**config.mk**
```make
export PLATFORM = sky130hd
export DESIGN_NAME = blur_frame_scheduler_flat
export DESIGN_NICKNAME = d
export VERILOG_FILES = /design/src/rtl/blur_frame_scheduler_if.sv /design/src/rtl/blur_frame_scheduler.sv /design/src/flat_wrapper.sv
export SDC_FILE = /design/constraint.sdc
export NUM_CORES = 1
export LEC_CHECK = 0
export ABC_AREA = 1
export CAP_MARGIN = 25
export CORE_MARGIN = 2
export CORE_UTILIZATION = 45
export CTS_CLUSTER_SIZE = 8
export DETAILED_ROUTE_END_ITERATION = 12
export DONT_BUFFER_PORTS = 1
export GPL_TIMING_DRIVEN = 0
export PLACE_DENSITY_LB_ADDON = 0.08
export SYNTH_ARGS = -nofsm -noshare
export SYNTH_HDL_FRONTEND = slang
export SYNTH_SLANG_ARGS = --single-unit
```
**constraint.sdc**
```tcl
create_clock -name clk -period 2.3 [get_ports clk]
set_input_delay 0.575 -clock clk [delete_from_list [all_inputs] [get_ports clk]]
set_output_delay 0.575 -clock clk [all_outputs]
set_load 0.02 [all_outputs]
```
**src/rtl/blur_frame_scheduler_if.sv**
```systemverilog
// Handshake bundle between the blur frame scheduler and its capture engine,
// blur engine and output consumer.
// Handshake contract: cap_start/blur_start and cap_done/blur_done are
// single-cycle pulses; a done pulse is honoured only while the matching
// channel is busy; out_valid holds until out_ack is sampled high and drops
// on the following cycle.
interface blur_frame_scheduler_if #(
  parameter int SEQ_W = 8,
  parameter int CNT_W = 16
) ();
  logic             enable;
  logic             frame_tick;
  logic             cap_start;
  logic             cap_buf;
  logic             cap_done;
  logic             blur_start;
  logic             blur_buf;
  logic             blur_done;
  logic             out_valid;
  logic             out_ack;
  logic [SEQ_W-1:0] frame_seq;
  logic             busy;
  logic             timeout_err;
  logic [CNT_W-1:0] drop_count;

  modport master (
    input  enable, frame_tick, cap_done, blur_done, out_ack,
    output cap_start, cap_buf, blur_start, blur_buf, out_valid, frame_seq,
           busy, timeout_err, drop_count
  );

  modport slave (
    output enable, frame_tick, cap_done, blur_done, out_ack,
    input  cap_start, cap_buf, blur_start, blur_buf, out_valid, frame_seq,
           busy, timeout_err, drop_count
  );
endinterface

```
**src/rtl/blur_frame_scheduler.sv**
```systemverilog
// Ping-pong frame scheduler: two input frame buffers feed a 3x3 blur engine
// that writes a single output buffer. Captures go to the lowest EMPTY buffer,
// blur always consumes the oldest FULL buffer, overruns drop frames and hung
// engines are aborted after TIMEOUT_CYCLES busy cycles.
// Optional feature: define FRAME_DROP_CNT_EN to build the saturating
// dropped-frame counter; otherwise drop_count is tied to zero.
// dbg_o = {buf1_state, buf0_state, blur_channel, cap_channel}.
module blur_frame_scheduler #(
  parameter int TIMEOUT_CYCLES = 200000,
  parameter int SEQ_W          = 8,
  parameter int CNT_W          = 16
) (
  input  logic                  clk,
  input  logic                  rst,
  blur_frame_scheduler_if.master bus,
  output logic [5:0]            dbg_o
);
  localparam int TW = $clog2(TIMEOUT_CYCLES + 1);
  localparam logic [TW-1:0] TO_LAST = TW'(TIMEOUT_CYCLES - 1);

  typedef enum logic [1:0] {
    BUF_EMPTY = 2'd0,
    BUF_CAP   = 2'd1,
    BUF_FULL  = 2'd2,
    BUF_BLUR  = 2'd3
  } buf_st_e;

  typedef enum logic {
    CH_IDLE = 1'b0,
    CH_BUSY = 1'b1
  } ch_st_e;

  buf_st_e          buf_q [2];
  buf_st_e          buf_d [2];
  logic [SEQ_W-1:0] tag_q [2];
  logic [SEQ_W-1:0] tag_d [2];
  ch_st_e           cap_q, cap_d, blur_q, blur_d;
  logic             cap_buf_q, cap_buf_d, blur_buf_q, blur_buf_d;
  logic             cap_start_q, cap_start_d, blur_start_q, blur_start_d;
  logic             oldest_q, oldest_d;
  logic [SEQ_W-1:0] seq_q, seq_d, frame_seq_q, frame_seq_d;
  logic             out_valid_q, out_valid_d;
  logic [TW-1:0]    cap_cnt_q, cap_cnt_d, blur_cnt_q, blur_cnt_d;
  logic             err_q, err_d;

  logic             any_empty;
  logic             free_idx;
  logic             any_full;

  assign any_empty = (buf_q[0] == BUF_EMPTY) || (buf_q[1] == BUF_EMPTY);
  assign free_idx  = (buf_q[0] == BUF_EMPTY) ? 1'b0 : 1'b1;
  assign any_full  = (buf_q[0] == BUF_FULL) || (buf_q[1] == BUF_FULL);

  // State register for buffers, channels, timers and output registers.
  always_ff @(posedge clk) begin
    if (rst) begin
      buf_q[0]     <= BUF_EMPTY;
      buf_q[1]     <= BUF_EMPTY;
      tag_q[0]     <= '0;
      tag_q[1]     <= '0;
      cap_q        <= CH_IDLE;
      blur_q       <= CH_IDLE;
      cap_buf_q    <= 1'b0;
      blur_buf_q   <= 1'b0;
      cap_start_q  <= 1'b0;
      blur_start_q <= 1'b0;
      oldest_q     <= 1'b0;
      seq_q        <= '0;
      frame_seq_q  <= '0;
      out_valid_q  <= 1'b0;
      cap_cnt_q    <= '0;
      blur_cnt_q   <= '0;
      err_q        <= 1'b0;
    end else begin
      buf_q[0]     <= buf_d[0];
      buf_q[1]     <= buf_d[1];
      tag_q[0]     <= tag_d[0];
      tag_q[1]     <= tag_d[1];
      cap_q        <= cap_d;
      blur_q       <= blur_d;
      cap_buf_q    <= cap_buf_d;
      blur_buf_q   <= blur_buf_d;
      cap_start_q  <= cap_start_d;
      blur_start_q <= blur_start_d;
      oldest_q     <= oldest_d;
      seq_q        <= seq_d;
      frame_seq_q  <= frame_seq_d;
      out_valid_q  <= out_valid_d;
      cap_cnt_q    <= cap_cnt_d;
      blur_cnt_q   <= blur_cnt_d;
      err_q        <= err_d;
    end
  end

  // Next-state: launch decisions use registered state only, so a buffer freed
  // or filled this cycle is not visible to a launch until the next cycle.
  always_comb begin
    buf_d        = buf_q;
    tag_d        = tag_q;
    cap_d        = cap_q;
    blur_d       = blur_q;
    cap_buf_d    = cap_buf_q;
    blur_buf_d   = blur_buf_q;
    cap_start_d  = 1'b0;
    blur_start_d = 1'b0;
    oldest_d     = oldest_q;
    seq_d        = seq_q;
    frame_seq_d  = frame_seq_q;
    out_valid_d  = out_valid_q;
    cap_cnt_d    = cap_cnt_q;
    blur_cnt_d   = blur_cnt_q;
    err_d        = err_q;

    // Capture launch into the lowest EMPTY buffer; the frame gets the next tag.
    if (bus.frame_tick && bus.enable && (cap_q == CH_IDLE) && any_empty) begin
      cap_start_d     = 1'b1;
      cap_d           = CH_BUSY;
      cap_buf_d       = free_idx;
      buf_d[free_idx] = BUF_CAP;
      tag_d[free_idx] = seq_q;
      seq_d           = seq_q + 1'b1;
      cap_cnt_d       = '0;
    end

    // Blur launch on the oldest FULL buffer, only while the output is free.
    if ((blur_q == CH_IDLE) && !out_valid_q) begin
      if (buf_q[oldest_q] == BUF_FULL) begin
        blur_start_d    = 1'b1;
        blur_d          = CH_BUSY;
        blur_buf_d      = oldest_q;
        buf_d[oldest_q] = BUF_BLUR;
        blur_cnt_d      = '0;
      end else if (buf_q[~oldest_q] == BUF_FULL) begin
        blur_start_d     = 1'b1;
        blur_d           = CH_BUSY;
        blur_buf_d       = ~oldest_q;
        buf_d[~oldest_q] = BUF_BLUR;
        blur_cnt_d       = '0;
      end
    end

    // Capture completion or abort; a done on the last cycle still wins.
    if (cap_q == CH_BUSY) begin
      if (bus.cap_done) begin
        buf_d[cap_buf_q] = BUF_FULL;
        cap_d            = CH_IDLE;
        oldest_d         = (buf_q[~cap_buf_q] == BUF_FULL) ? ~cap_buf_q : cap_buf_q;
      end else if (cap_cnt_q == TO_LAST) begin
        buf_d[cap_buf_q] = BUF_EMPTY;
        cap_d            = CH_IDLE;
        err_d            = 1'b1;
      end else begin
        cap_cnt_d = cap_cnt_q + 1'b1;
      end
    end

    // Consumer releases the output buffer.
    if (out_valid_q && bus.out_ack) begin
      out_valid_d = 1'b0;
    end

    // Blur completion publishes the frame; an abort publishes nothing.
    if (blur_q == CH_BUSY) begin
      if (bus.blur_done) begin
        buf_d[blur_buf_q] = BUF_EMPTY;
        blur_d            = CH_IDLE;
        out_valid_d       = 1'b1;
        frame_seq_d       = tag_q[blur_buf_q];
      end else if (blur_cnt_q == TO_LAST) begin
        buf_d[blur_buf_q] = BUF_EMPTY;
        blur_d            = CH_IDLE;
        err_d             = 1'b1;
      end else begin
        blur_cnt_d = blur_cnt_q + 1'b1;
      end
    end
  end

`ifdef FRAME_DROP_CNT_EN
  logic             drop_evt;
  logic [CNT_W-1:0] drop_q;

  assign drop_evt = bus.frame_tick && bus.enable && ((cap_q == CH_BUSY) || !any_empty);

  // Saturating count of frames lost to overrun.
  always_ff @(posedge clk) begin
    if (rst) begin
      drop_q <= '0;
    end else if (drop_evt && (drop_q != {CNT_W{1'b1}})) begin
      drop_q <= drop_q + 1'b1;
    end
  end

  assign bus.drop_count = drop_q;
`else
  assign bus.drop_count = '0;
`endif

  assign bus.cap_start   = cap_start_q;
  assign bus.cap_buf     = cap_buf_q;
  assign bus.blur_start  = blur_start_q;
  assign bus.blur_buf    = blur_buf_q;
  assign bus.out_valid   = out_valid_q;
  assign bus.frame_seq   = frame_seq_q;
  assign bus.timeout_err = err_q;
  assign bus.busy        = (cap_q == CH_BUSY) || (blur_q == CH_BUSY) || any_full || out_valid_q;
  assign dbg_o           = {buf_q[1], buf_q[0], blur_q, cap_q};
endmodule

```
**src/flat_wrapper.sv**
```systemverilog
// flat-port wrapper written by rule: the top's interface ports become plain ports
module blur_frame_scheduler_flat 
#(
  parameter int TIMEOUT_CYCLES = 200000,
  parameter int SEQ_W          = 8,
  parameter int CNT_W          = 16
)
  (clk, rst, dbg_o, bus_enable, bus_frame_tick, bus_cap_done, bus_blur_done, bus_out_ack, bus_cap_start, bus_cap_buf, bus_blur_start, bus_blur_buf, bus_out_valid, bus_frame_seq, bus_busy, bus_timeout_err, bus_drop_count);
  blur_frame_scheduler_if #(.SEQ_W(SEQ_W), .CNT_W(CNT_W)) bus_i ();
  input  logic clk;
  input  logic rst;
  output logic [5:0] dbg_o;
  input wire logic [$bits(bus_i.enable)-1:0] bus_enable;
  input wire logic [$bits(bus_i.frame_tick)-1:0] bus_frame_tick;
  input wire logic [$bits(bus_i.cap_done)-1:0] bus_cap_done;
  input wire logic [$bits(bus_i.blur_done)-1:0] bus_blur_done;
  input wire logic [$bits(bus_i.out_ack)-1:0] bus_out_ack;
  output wire logic [$bits(bus_i.cap_start)-1:0] bus_cap_start;
  output wire logic [$bits(bus_i.cap_buf)-1:0] bus_cap_buf;
  output wire logic [$bits(bus_i.blur_start)-1:0] bus_blur_start;
  output wire logic [$bits(bus_i.blur_buf)-1:0] bus_blur_buf;
  output wire logic [$bits(bus_i.out_valid)-1:0] bus_out_valid;
  output wire logic [$bits(bus_i.frame_seq)-1:0] bus_frame_seq;
  output wire logic [$bits(bus_i.busy)-1:0] bus_busy;
  output wire logic [$bits(bus_i.timeout_err)-1:0] bus_timeout_err;
  output wire logic [$bits(bus_i.drop_count)-1:0] bus_drop_count;
  assign bus_i.enable = bus_enable;
  assign bus_i.frame_tick = bus_frame_tick;
  assign bus_i.cap_done = bus_cap_done;
  assign bus_i.blur_done = bus_blur_done;
  assign bus_i.out_ack = bus_out_ack;
  assign bus_cap_start = bus_i.cap_start;
  assign bus_cap_buf = bus_i.cap_buf;
  assign bus_blur_start = bus_i.blur_start;
  assign bus_blur_buf = bus_i.blur_buf;
  assign bus_out_valid = bus_i.out_valid;
  assign bus_frame_seq = bus_i.frame_seq;
  assign bus_busy = bus_i.busy;
  assign bus_timeout_err = bus_i.timeout_err;
  assign bus_drop_count = bus_i.drop_count;
  blur_frame_scheduler #(.TIMEOUT_CYCLES(TIMEOUT_CYCLES), .SEQ_W(SEQ_W), .CNT_W(CNT_W)) u_core (.clk(clk), .rst(rst), .bus(bus_i), .dbg_o(dbg_o));
endmodule
```
==> run_results.csv <==
group,metric,value,unit
detailed_routing,first_iter_violations,243,
synth,synth_area_per_cell,6.653,µm²
detailed_routing,wirelength,10950,µm
detailed_routing,drt-vias-per-instance,5.103,
die,fp-row-count,35,
die,die_w,101.5,µm
sta,holdWs,0.3596,ns
synth,synth_top_family_by_area,"simple AND/OR/NAND/NOR gates",
pwr,clock_power_share,0.390,
grt,grt_pass1_wl,18050,µm
clock_network,clk_pin_slew_worst_paths,0.09,ns
critical_path,start_kind,"register",
pwr,p_int,2.020,mW
sta,max_freq,0.4862,GHz
grt,overflow,0,
sta,rsz0062_at_grt,"no",
pwr,power_frac_seq,0.528,
cells_and_area,antennaDiodeCount,0,
sta,setup_violations,0,
detailed_routing,ant_nets,0,
die,die_h,101.5,µm
placement,dp_hpwl,8219,µm
synth,ys_warn_count,0,
clock_network,root_buffer,"clkbuf_8",
detailed_routing,vias,4098,
synth,synthSimpleGateAreaFrac,0.3364,
critical_path,endpoint_kind,"primary output",
pwr,peakVddDrop,258.8,µV
clock_network,cts_sinks,81,
critical_path,crit_type,"register to primary output",
critical_path,crit_path_max_fanout,4,
clock_network,clk_path_buf_depth,2,
clock_network,ctsResizeCount,0,
detailed_routing,drt_first_pass_iters,5,
synth,seq_area_frac_synth,0.3791,
status,run_status,"completed",
grt,grt_pass1_vias,3640,
synth,synthXorXnorAreaFrac,0.01228,
grt,grtUsageTotal,0.2242,
synth,netlist_area,4278,µm²
clock_network,post_cts_buffers,0,
cells_and_area,nets,679,
critical_path,arrival,1.48,ns
sta,fin_worst_skew,0.007235,ns
grt,grt_max_degree,16,
run,maxCapViolCount,0,
sta,worst_slew_pin_slew,0.6031,ns
cells_and_area,area_growth,9.769,%
pwr,p_sw_frac,0.2783,
synth,synth_compound_area_frac,0.1386,
pwr,power_density,596.1,nW/µm²
placement,io_buffers,0,
pwr,leakage,1.911,nW
pwr,p_sw,0.7790,mW
hold_path,min_path_type,"primary input to register",
die,initial_core_util,0.4630,
sta,hold_viol_final,0,
synth,ys_types,32,
detailed_routing,post_drt_wl_per_cell,13.63,µm
synth,ys_ff_latch,81,
sta,slew-limit-headroom,0.5979,
synth,synthCells,643,
synth,synthMuxAreaShare,0,
cells_and_area,final.fill_count,978,
clock_network,holdBufCountCts,0,
placement,gp_congestion,0.8988,
die,dieArea,10300,µm²
clock_network,cts_buffers,9,
sta,finalMaxSlewViolations,0,
synth,synthAdderAreaFrac,0.008774,
clock_network,htreeDepth,3,
sta,fin_crit_sh,0.8942,
die,io_pins,44,
critical_path,cp_data_required_time,1.73,ns
sta,layout_min_cycle_time,2.057,ns
die,core_area,9240,µm²
grt,grt_antenna_before_repair,0,
sta,tns,0,ns
clock_network,tritoncts,"done",
pwr,p_comb_frac,0.082,
detailed_routing,drc,0,
cells_and_area,drive_gt1_frac,0.08754,
clock_network,clock_latency,0.37,ns
## worst max-delay path: stages (launching register included)
cell and delay (ns):
dfxtp_1 0.52, inv_1 0.07, nor2_1 0.21, inv_1 0.09, nand4_1 0.23
## cell type report
| type | instances | area [µm²] | share of cell area |
|---|---|---|---|
| multi-input cells | 460 | 2182 | 0.4647 |
| clock buffers | 9 | 123.9 | 0.02638 |
| inverters | 80 | 300.3 | 0.06395 |
| flip-flops and latches | 81 | 1622 | 0.3453 |
| clock inverters | 7 | 76.32 | 0.01625 |
| well taps | 129 | 161.4 | 0.03437 |
| plain buffers | 37 | 230.2 | 0.04903 |
## stage by stage
step / worst slack (ns) / instances / util / total power, mW / cell area (µm²)
2_1_floorplan: 0.7297 / 658 / - / 1.682 / 4334
3_3_place_gp: 0.1193 / 787 / 0.4865 / 1.739 / 4496
3_5_place_dp: 0.1118 / 787 / 0.4865 / 1.740 / 4496
4_1_cts: 0.2199 / 803 / 0.5082 / 2.825 / 4696
5_1_grt: 0.1479 / 803 / 0.5082 / 2.911 / 4696
6_report: 0.2433 / 803 / 0.5082 / 2.799 / 4696
## logic make-up (layout without fill, tap and decap cells)
family                     count (synthesis)  after routing
buffers and inverters                    117            133
xor gates and xnor gates                   6              6
adders and majority gates                  3              3
DFF                                       81             81
other                                      1             16
and+or+nand+nor                          322            322
AOI/OAI and AO/OA                        113            113
## cell usage in the layout (no fill, tap or decap), drive strengths merged, types with 9 or more instances in the layout
| master | n |
|---|---|
| a21oi | 55 |
| buf | 26 |
| clkbuf | 20 |
| conb | 16 |
| dfxtp | 81 |
| inv | 83 |
| nand2 | 129 |
| nand3 | 58 |
| nand4 | 17 |
| nor2 | 98 |
| nor3 | 15 |
| o211ai | 9 |
| o21ai | 48 |
## path summary, 6_finish.rpt
check | from | to | depth (start not counted) | slack, ns
worst min-delay path | bus_out_ack | u_core.bus.out_valid$_SDFF_PP0_ | 3 | 0.36
worst min register to register | u_core.tag_q[4]$_SDFFE_PP0P_ | u_core.tag_q[4]$_SDFFE_PP0P_ | 2 | 0.46
worst max register to register | u_core.dbg_o[5]$_SDFF_PP0_ | u_core.blur_cnt_q[0]$_SDFF_PP0_ | 9 | 0.42
worst max-delay path | u_core.dbg_o[5]$_SDFF_PP0_ | bus_busy | 4 | 0.24
## cells in the mapped netlist (all sizes together)
cell / instances / share of area
a21oi: 55 / 0.064
a31oi: 1 / 0.0015
buf: 26 / 0.044
clkbuf: 11 / 0.0097
conb: 1 / 0.00088
dfxtp: 81 / 0.38
ha: 3 / 0.0088
inv: 80 / 0.070
nand2: 129 / 0.12
nand3: 58 / 0.071
nand3b: 4 / 0.0070
nand4: 17 / 0.025
nor2: 98 / 0.096
nor3: 15 / 0.019
o211ai: 9 / 0.016
o21ai: 48 / 0.057
or2: 1 / 0.0015
xnor2: 2 / 0.0041
xor2: 4 / 0.0082
## state kept, by name, indices dropped and copies added, names as in the netlist, 4 cells and up
name,count
u_core.blur_cnt_q,18
u_core.cap_cnt_q,18
u_core.tag_q,16
u_core.bus.frame_seq,8
u_core.seq_q,8
u_core.dbg_o,4
## per-layer routing
metal	vias up	share of wire	GRT usage
met5	-	0	0
met4	0	0.011	0.05613
met3	13	0.056	0.05038
met2	108	0.46	0.3674
met1	1864	0.48	0.2995
li1	2113	-	-
## power groups by stage
stage | Clock (mW) | Combinational [mW] | Sequential, mW
floorplan | 0 | 0.180 | 1.50
global placement | 0 | 0.229 | 1.51
detailed placement | 0 | 0.230 | 1.51
CTS | 1.12 | 0.230 | 1.48
global route | 1.17 | 0.261 | 1.48
finish | 1.09 | 0.230 | 1.48
Note: power is estimated with default switching activity, not from simulation.
